### src/rtl/pll_reset_sequencer_if.sv
// Bundle of the PLL lock input and the sequenced reset/status outputs.
// The sequencer drives the outputs through the master view; consumers use the slave view.
interface pll_reset_sequencer_if #(
    parameter int LOSS_CNT_W = 8
);
    logic                  locked;
    logic                  sys_reset;
    logic                  ready;
    logic                  lock_lost;
    logic [LOSS_CNT_W-1:0] loss_count;

    modport master (
        input  locked,
        output sys_reset,
        output ready,
        output lock_lost,
        output loss_count
    );

    modport slave (
        output locked,
        input  sys_reset,
        input  ready,
        input  lock_lost,
        input  loss_count
    );
endinterface

### src/rtl/pll_reset_sequencer.sv
// Turns an asynchronous PLL lock flag into a clean synchronous reset.
// The reset is released only after lock has been stable and a hold period has elapsed.
module pll_reset_sequencer #(
    parameter int SYNC_STAGES   = 2,
    parameter int STABLE_CYCLES = 1024,
    parameter int HOLD_CYCLES   = 16,
    parameter int LOSS_CNT_W    = 8
) (
    input  logic                     clock,
    input  logic                     resetn,
    pll_reset_sequencer_if.master    bus
);

    localparam int MAX_CYCLES = (STABLE_CYCLES > HOLD_CYCLES) ? STABLE_CYCLES : HOLD_CYCLES;
    localparam int CNT_W      = (MAX_CYCLES > 1) ? $clog2(MAX_CYCLES) : 1;

    localparam logic [CNT_W-1:0] STABLE_LAST = CNT_W'(STABLE_CYCLES - 1);
    localparam logic [CNT_W-1:0] HOLD_LAST   = CNT_W'(HOLD_CYCLES - 1);

    localparam logic [1:0] WAIT_LOCK = 2'd0;
    localparam logic [1:0] STABILIZE = 2'd1;
    localparam logic [1:0] HOLD      = 2'd2;
    localparam logic [1:0] RUN       = 2'd3;

    if (SYNC_STAGES < 2) begin : g_bad_sync_stages
        $error("pll_reset_sequencer: SYNC_STAGES must be at least 2");
    end
    if (STABLE_CYCLES < 1) begin : g_bad_stable_cycles
        $error("pll_reset_sequencer: STABLE_CYCLES must be at least 1");
    end
    if (HOLD_CYCLES < 1) begin : g_bad_hold_cycles
        $error("pll_reset_sequencer: HOLD_CYCLES must be at least 1");
    end
    if (LOSS_CNT_W < 1) begin : g_bad_loss_cnt_w
        $error("pll_reset_sequencer: LOSS_CNT_W must be at least 1");
    end

    logic [SYNC_STAGES-1:0] sync_q;
    logic                   locked_s;

    logic [1:0]            state_q;
    logic [1:0]            state_d;
    logic [CNT_W-1:0]      cnt_q;
    logic [CNT_W-1:0]      cnt_d;
    logic                  loss_event;

    logic                  sys_reset_q;
    logic                  ready_q;
    logic                  lock_lost_q;
    logic [LOSS_CNT_W-1:0] loss_count_q;

    // Shift chain that brings the asynchronous lock flag into the clock domain;
    // only the last stage is ever used for decisions.
    // NOTE: sequential state always uses <= so every flop samples pre-edge values.
    always_ff @(posedge clock) begin
        if (!resetn) begin
            sync_q <= '0;
        end else begin
            sync_q <= {sync_q[SYNC_STAGES-2:0], bus.locked};
        end
    end

    assign locked_s = sync_q[SYNC_STAGES-1];

    // A drop of locked_s is tested before the terminal count in every state,
    // so a loss on the terminating edge always returns to WAIT_LOCK.
    // NOTE: every variable gets a default first so no path infers a latch.
    always_comb begin
        state_d    = state_q;
        cnt_d      = cnt_q;
        loss_event = 1'b0;

        case (state_q)
            WAIT_LOCK: begin
                cnt_d = '0;
                if (locked_s) begin
                    state_d = STABILIZE;
                end
            end

            STABILIZE: begin
                if (!locked_s) begin
                    state_d = WAIT_LOCK;
                    cnt_d   = '0;
                end else if (cnt_q == STABLE_LAST) begin
                    state_d = HOLD;
                    cnt_d   = '0;
                end else begin
                    cnt_d = cnt_q + 1'b1;
                end
            end

            HOLD: begin
                if (!locked_s) begin
                    state_d = WAIT_LOCK;
                    cnt_d   = '0;
                end else if (cnt_q == HOLD_LAST) begin
                    state_d = RUN;
                    cnt_d   = '0;
                end else begin
                    cnt_d = cnt_q + 1'b1;
                end
            end

            RUN: begin
                cnt_d = '0;
                if (!locked_s) begin
                    state_d    = WAIT_LOCK;
                    loss_event = 1'b1;
                end
            end

            default: begin
                state_d = WAIT_LOCK;
                cnt_d   = '0;
            end
        endcase
    end

    // Outputs are decoded from the next state so they change on the same edge as the state.
    // NOTE: reset is synchronous and covers every flop, including the synchroniser chain.
    always_ff @(posedge clock) begin
        if (!resetn) begin
            state_q      <= WAIT_LOCK;
            cnt_q        <= '0;
            sys_reset_q  <= 1'b1;
            ready_q      <= 1'b0;
            lock_lost_q  <= 1'b0;
            loss_count_q <= '0;
        end else begin
            state_q     <= state_d;
            cnt_q       <= cnt_d;
            sys_reset_q <= (state_d != RUN);
            ready_q     <= (state_d == RUN);
            lock_lost_q <= loss_event;
            if (loss_event && !(&loss_count_q)) begin
                loss_count_q <= loss_count_q + 1'b1;
            end
        end
    end

    assign bus.sys_reset  = sys_reset_q;
    assign bus.ready      = ready_q;
    assign bus.lock_lost  = lock_lost_q;
    assign bus.loss_count = loss_count_q;

endmodule

### src/flat_wrapper.sv
// flat-port wrapper written by rule: the top's interface ports become plain ports
module pll_reset_sequencer_flat 
#(
    parameter int SYNC_STAGES   = 2,
    parameter int STABLE_CYCLES = 1024,
    parameter int HOLD_CYCLES   = 16,
    parameter int LOSS_CNT_W    = 8
)
  (clock, resetn, bus_locked, bus_sys_reset, bus_ready, bus_lock_lost, bus_loss_count);
  pll_reset_sequencer_if #(.LOSS_CNT_W(LOSS_CNT_W)) bus_i ();
  input  logic clock;
  input  logic resetn;
  input wire logic [$bits(bus_i.locked)-1:0] bus_locked;
  output wire logic [$bits(bus_i.sys_reset)-1:0] bus_sys_reset;
  output wire logic [$bits(bus_i.ready)-1:0] bus_ready;
  output wire logic [$bits(bus_i.lock_lost)-1:0] bus_lock_lost;
  output wire logic [$bits(bus_i.loss_count)-1:0] bus_loss_count;
  assign bus_i.locked = bus_locked;
  assign bus_sys_reset = bus_i.sys_reset;
  assign bus_ready = bus_i.ready;
  assign bus_lock_lost = bus_i.lock_lost;
  assign bus_loss_count = bus_i.loss_count;
  pll_reset_sequencer #(.SYNC_STAGES(SYNC_STAGES), .STABLE_CYCLES(STABLE_CYCLES), .HOLD_CYCLES(HOLD_CYCLES), .LOSS_CNT_W(LOSS_CNT_W)) u_core (.clock(clock), .resetn(resetn), .bus(bus_i));
endmodule
### config.mk
export PLATFORM = sky130hd
export DESIGN_NAME = pll_reset_sequencer_flat
export DESIGN_NICKNAME = d
export VERILOG_FILES = /design/src/rtl/pll_reset_sequencer_if.sv /design/src/rtl/pll_reset_sequencer.sv /design/src/flat_wrapper.sv
export SDC_FILE = /design/constraint.sdc
export NUM_CORES = 1
export LEC_CHECK = 0
export CORE_MARGIN = 1.5
export CORE_UTILIZATION = 50
export DETAILED_ROUTE_END_ITERATION = 12
export HOLD_SLACK_MARGIN = 0.06
export PLACE_DENSITY = 0.72
export SLEW_MARGIN = 15
export SYNTH_ARGS = -nofsm -noshare
export SYNTH_HDL_FRONTEND = slang
export SYNTH_SLANG_ARGS = --single-unit
export TNS_END_PERCENT = 30
### constraint.sdc
create_clock -name clock -period 2.8 [get_ports clock]
set_clock_uncertainty 0.2 [all_clocks]
set_input_delay 0.28 -clock clock [delete_from_list [all_inputs] [get_ports clock]]
set_output_delay 0.28 -clock clock [all_outputs]
set_load 0.02 [all_outputs]
==> run_results.csv <==
group,metric,value,unit
die,die_h,48.22,um
worst_hold_path,hold_class,"flop to flop",
route,drcViolationCount,0,
route,dr.pass1.iters,2,
clocking,cts_tree,"yes",
logic_synthesis,synth_nets,111,
critical_path,reg2reg_to,"u_core.cnt_q[7]",
die,ios,14,
global_routing,grt_max_degree,16,
die,coreArea,1942,um^2
timing,timing_hold_violations_final,0,
worst_hold_path,hold_path_depth,1,
timing,setup_viol,0,
logic_synthesis,synth_area,1022,um^2
die,die_area,2325,um^2
logic_synthesis,yosys_warnings,0,
finish,area_delta_synth_final,18.60,%
logic_synthesis,syn_inst,106,
global_routing,grt-busiest-layer,"met2",
worst_hold_path,hold_path_end,"u_core.sync_q[1]",
route,dr_total_vias,792,
route,wl_per_cell,11.17,um
clocking,clkLatencyLatePin,0.31,ns
timing,drv_slew,0,
die,rows,16,
global_routing,grt_util_all_layers,16.34,%
clocking,postCtsSetupBuffers,0,
clocking,htreeDepth,1,
critical_path,worst_path_max_delay_cell,"clkdlybuf4s50_1",
critical_path,required,2.32,ns
critical_path,reg2reg_slack,1.00,ns
route,drt_iter0_markers,9,
timing,holdWs,0.2555,ns
place,gp_congestion,0.7621,
finish,mostFrequentLayoutCells,"dfxtp_1 (25), nor2_1 (15), clkdlybuf4s50_1 (13), xor2_1 (8), nand3_1 (6)",
global_routing,grtUsageMet2,25.79,%
die,initial_core_util,52.64,%
logic_synthesis,syn_area_per_cell,9.644,um^2
clocking,cts_max_path_buffers,2,
critical_path,path_delay_family,"buffers and inverters",
timing,max_slew_margin,74.12,%
route,ant_nets,0,
critical_path,worst-path-buf-inv,1,
critical_path,r2r_start,"u_core.cnt_q[0]",
timing,worst_pin_slew,0.3847,ns
die,die_w,48.22,um
place,dpl_worst_slack,0.9579,ns
logic_synthesis,ys_types,33,
critical_path,path_cells,"clkdlybuf4s50_1",
power,vdd_drop_max,0.4285,mV
clocking,cts.reportedPaths.clkPinSlew,0.14,ns
clocking,root_buffer,"clkbuf_4",
global_routing,grt_overflow,0,
timing,fmax,527.9,MHz
power,powerDensity,434.8,nW/um^2
timing,setup_tns,0,ns
route,via_per_inst,5.315,
critical_path,endpoint_kind,"primary output",
finish,drive_above_1_share,7.377,%
critical_path,path_class,"flop to primary output",
status,outcome,"finished, final reports clean",
finish,diodes,0,
global_routing,grt_use_met3,4.444,%
global_routing,antenna_found_initial,0,
global_routing,grt_pass1_vias,650,
logic_synthesis,synth_seq_cells,25,
clocking,post_cts_resized,0,
critical_path,path_max_fanout,7,
critical_path,worstPathArrival,1.41,ns
logic_synthesis,synth_seq_area_share,48.96,%
timing,rsz0062_at_grt,"no",
power,p_leak,0.0004252,uW
clocking,hold_buffers,0,
timing,period_needed,1.894,ns
critical_path,r2r_cells,5,
timing,finalWorstSetupSlack,0.9057,ns
global_routing,grt_pass1_wl,2732,um
place,numPortBuffers,13,
finish,fin_nets,128,
global_routing,use_met1,22.76,%
clocking,cts_inserted_buffers,3,
job,max-cap-violations,0,
timing,period_share,67.65,%
critical_path,cp_slowest_stage_delay,0.64,ns
finish,layout_commonest_cell,"dfxtp_1",
route,finalWirelength,1664,um
clocking,cts_sinks,25,
critical_path,critPathLaunchType,"flop",
worst_hold_path,min_from,"u_core.sync_q[0]",
cell usage after synthesis:
library cell	count	share of area, %
o21ba_2	1	0.98
o21ai_4	1	1.6
or3_1	1	0.61
a211oi_1	1	0.73
mux2i_1	1	0.98
nand2_1	4	1.5
or3b_1	1	0.86
nor4_1	1	0.61
inv_1	4	1.5
clkbuf_1	1	0.37
or4_1	2	1.5
o211ai_1	1	0.73
and4_1	2	1.7
nor3_1	3	1.5
nor2_1	15	5.5
nand4_2	1	1.2
xor2_1	8	6.9
dfxtp_1	25	49
ha_1	2	2.4
nand3_1	6	2.9
and3b_4	1	1.2
and3_1	2	1.2
nand4_1	3	1.8
a21oi_1	3	1.5
a31oi_1	2	1.2
o21ai_0	1	0.49
o31ai_1	3	2.2
nor2b_1	1	0.61
a21oi_2	1	0.86
nand4b_1	1	0.86
xnor2_1	2	1.7
and2_1	3	1.8
o21a_1	2	1.5
per-layer routing:
layer	wire length [um]	vias up
met5	0	-
met4	0	0
met3	60	0
met2	799	12
met1	804	370
li1	-	410
registers in the layout (all words and copies together) (netlist names):
register,count
u_core.state_q,2
u_core.sync_q,2
u_core.cnt_q,10
u_core.bus.lock_lost,1
u_core.bus.loss_count,8
u_core.bus.ready,1
u_core.bus.sys_reset,1
power by group:
| group | internal [uW] | switching, uW | leakage, uW | total, uW |
|---|---|---|---|---|
| combinational | 4.12 | 4.12 | 0.000209 | 8.24 |
| clock | 54.4 | 106 | 0.0000139 | 160 |
| sequential | 358 | 0.955 | 0.000202 | 358 |
| total | 416 | 111 | 0.000425 | 527 |
stage by stage:
step	total power (uW)	instances	instance area (um^2)	util, %
floorplan	369.5	106	1022	-
global placement	374.5	145	1182	60.89
detailed placement	374.6	145	1182	60.89
CTS	533.3	149	1212	62.44
global route	548.9	149	1212	62.44
finish	527.1	149	1212	62.44
how the worst max path moves through the flow:
| stage | endpoint | cells past startpoint | from |
|---|---|---|---|
| after floorplan | u_core.bus.loss_count[7] | 5 | u_core.bus.loss_count[0] |
| after global placement | u_core.cnt_q[1] | 5 | resetn |
| after detailed placement | u_core.cnt_q[3] | 5 | resetn |
| after CTS | bus_loss_count[3] | 1 | u_core.bus.loss_count[3] |
| after global routing | bus_loss_count[3] | 1 | u_core.bus.loss_count[3] |
| final | bus_loss_count[3] | 1 | u_core.bus.loss_count[3] |
logic make-up after synthesis:
logic type	share of synthesized area, %
and+or+nand+nor	25.46
DFF	48.96
AOI/OAI and AO/OA	11.75
xor gates and xnor gates	8.569
buffers and inverters	1.835
adders and majority gates	2.448
muxes	0.9792
cell type report:
class	instances	area (um^2)
multi-input cells	76	503.0
fillers	187	729.5
flip-flops and latches	25	500.5
repair buffers	13	130.1
well taps	27	33.78
clock inverters	1	7.507
clock buffers	3	22.52
inverters	4	15.01
Power figures use the tool's default switching activity.
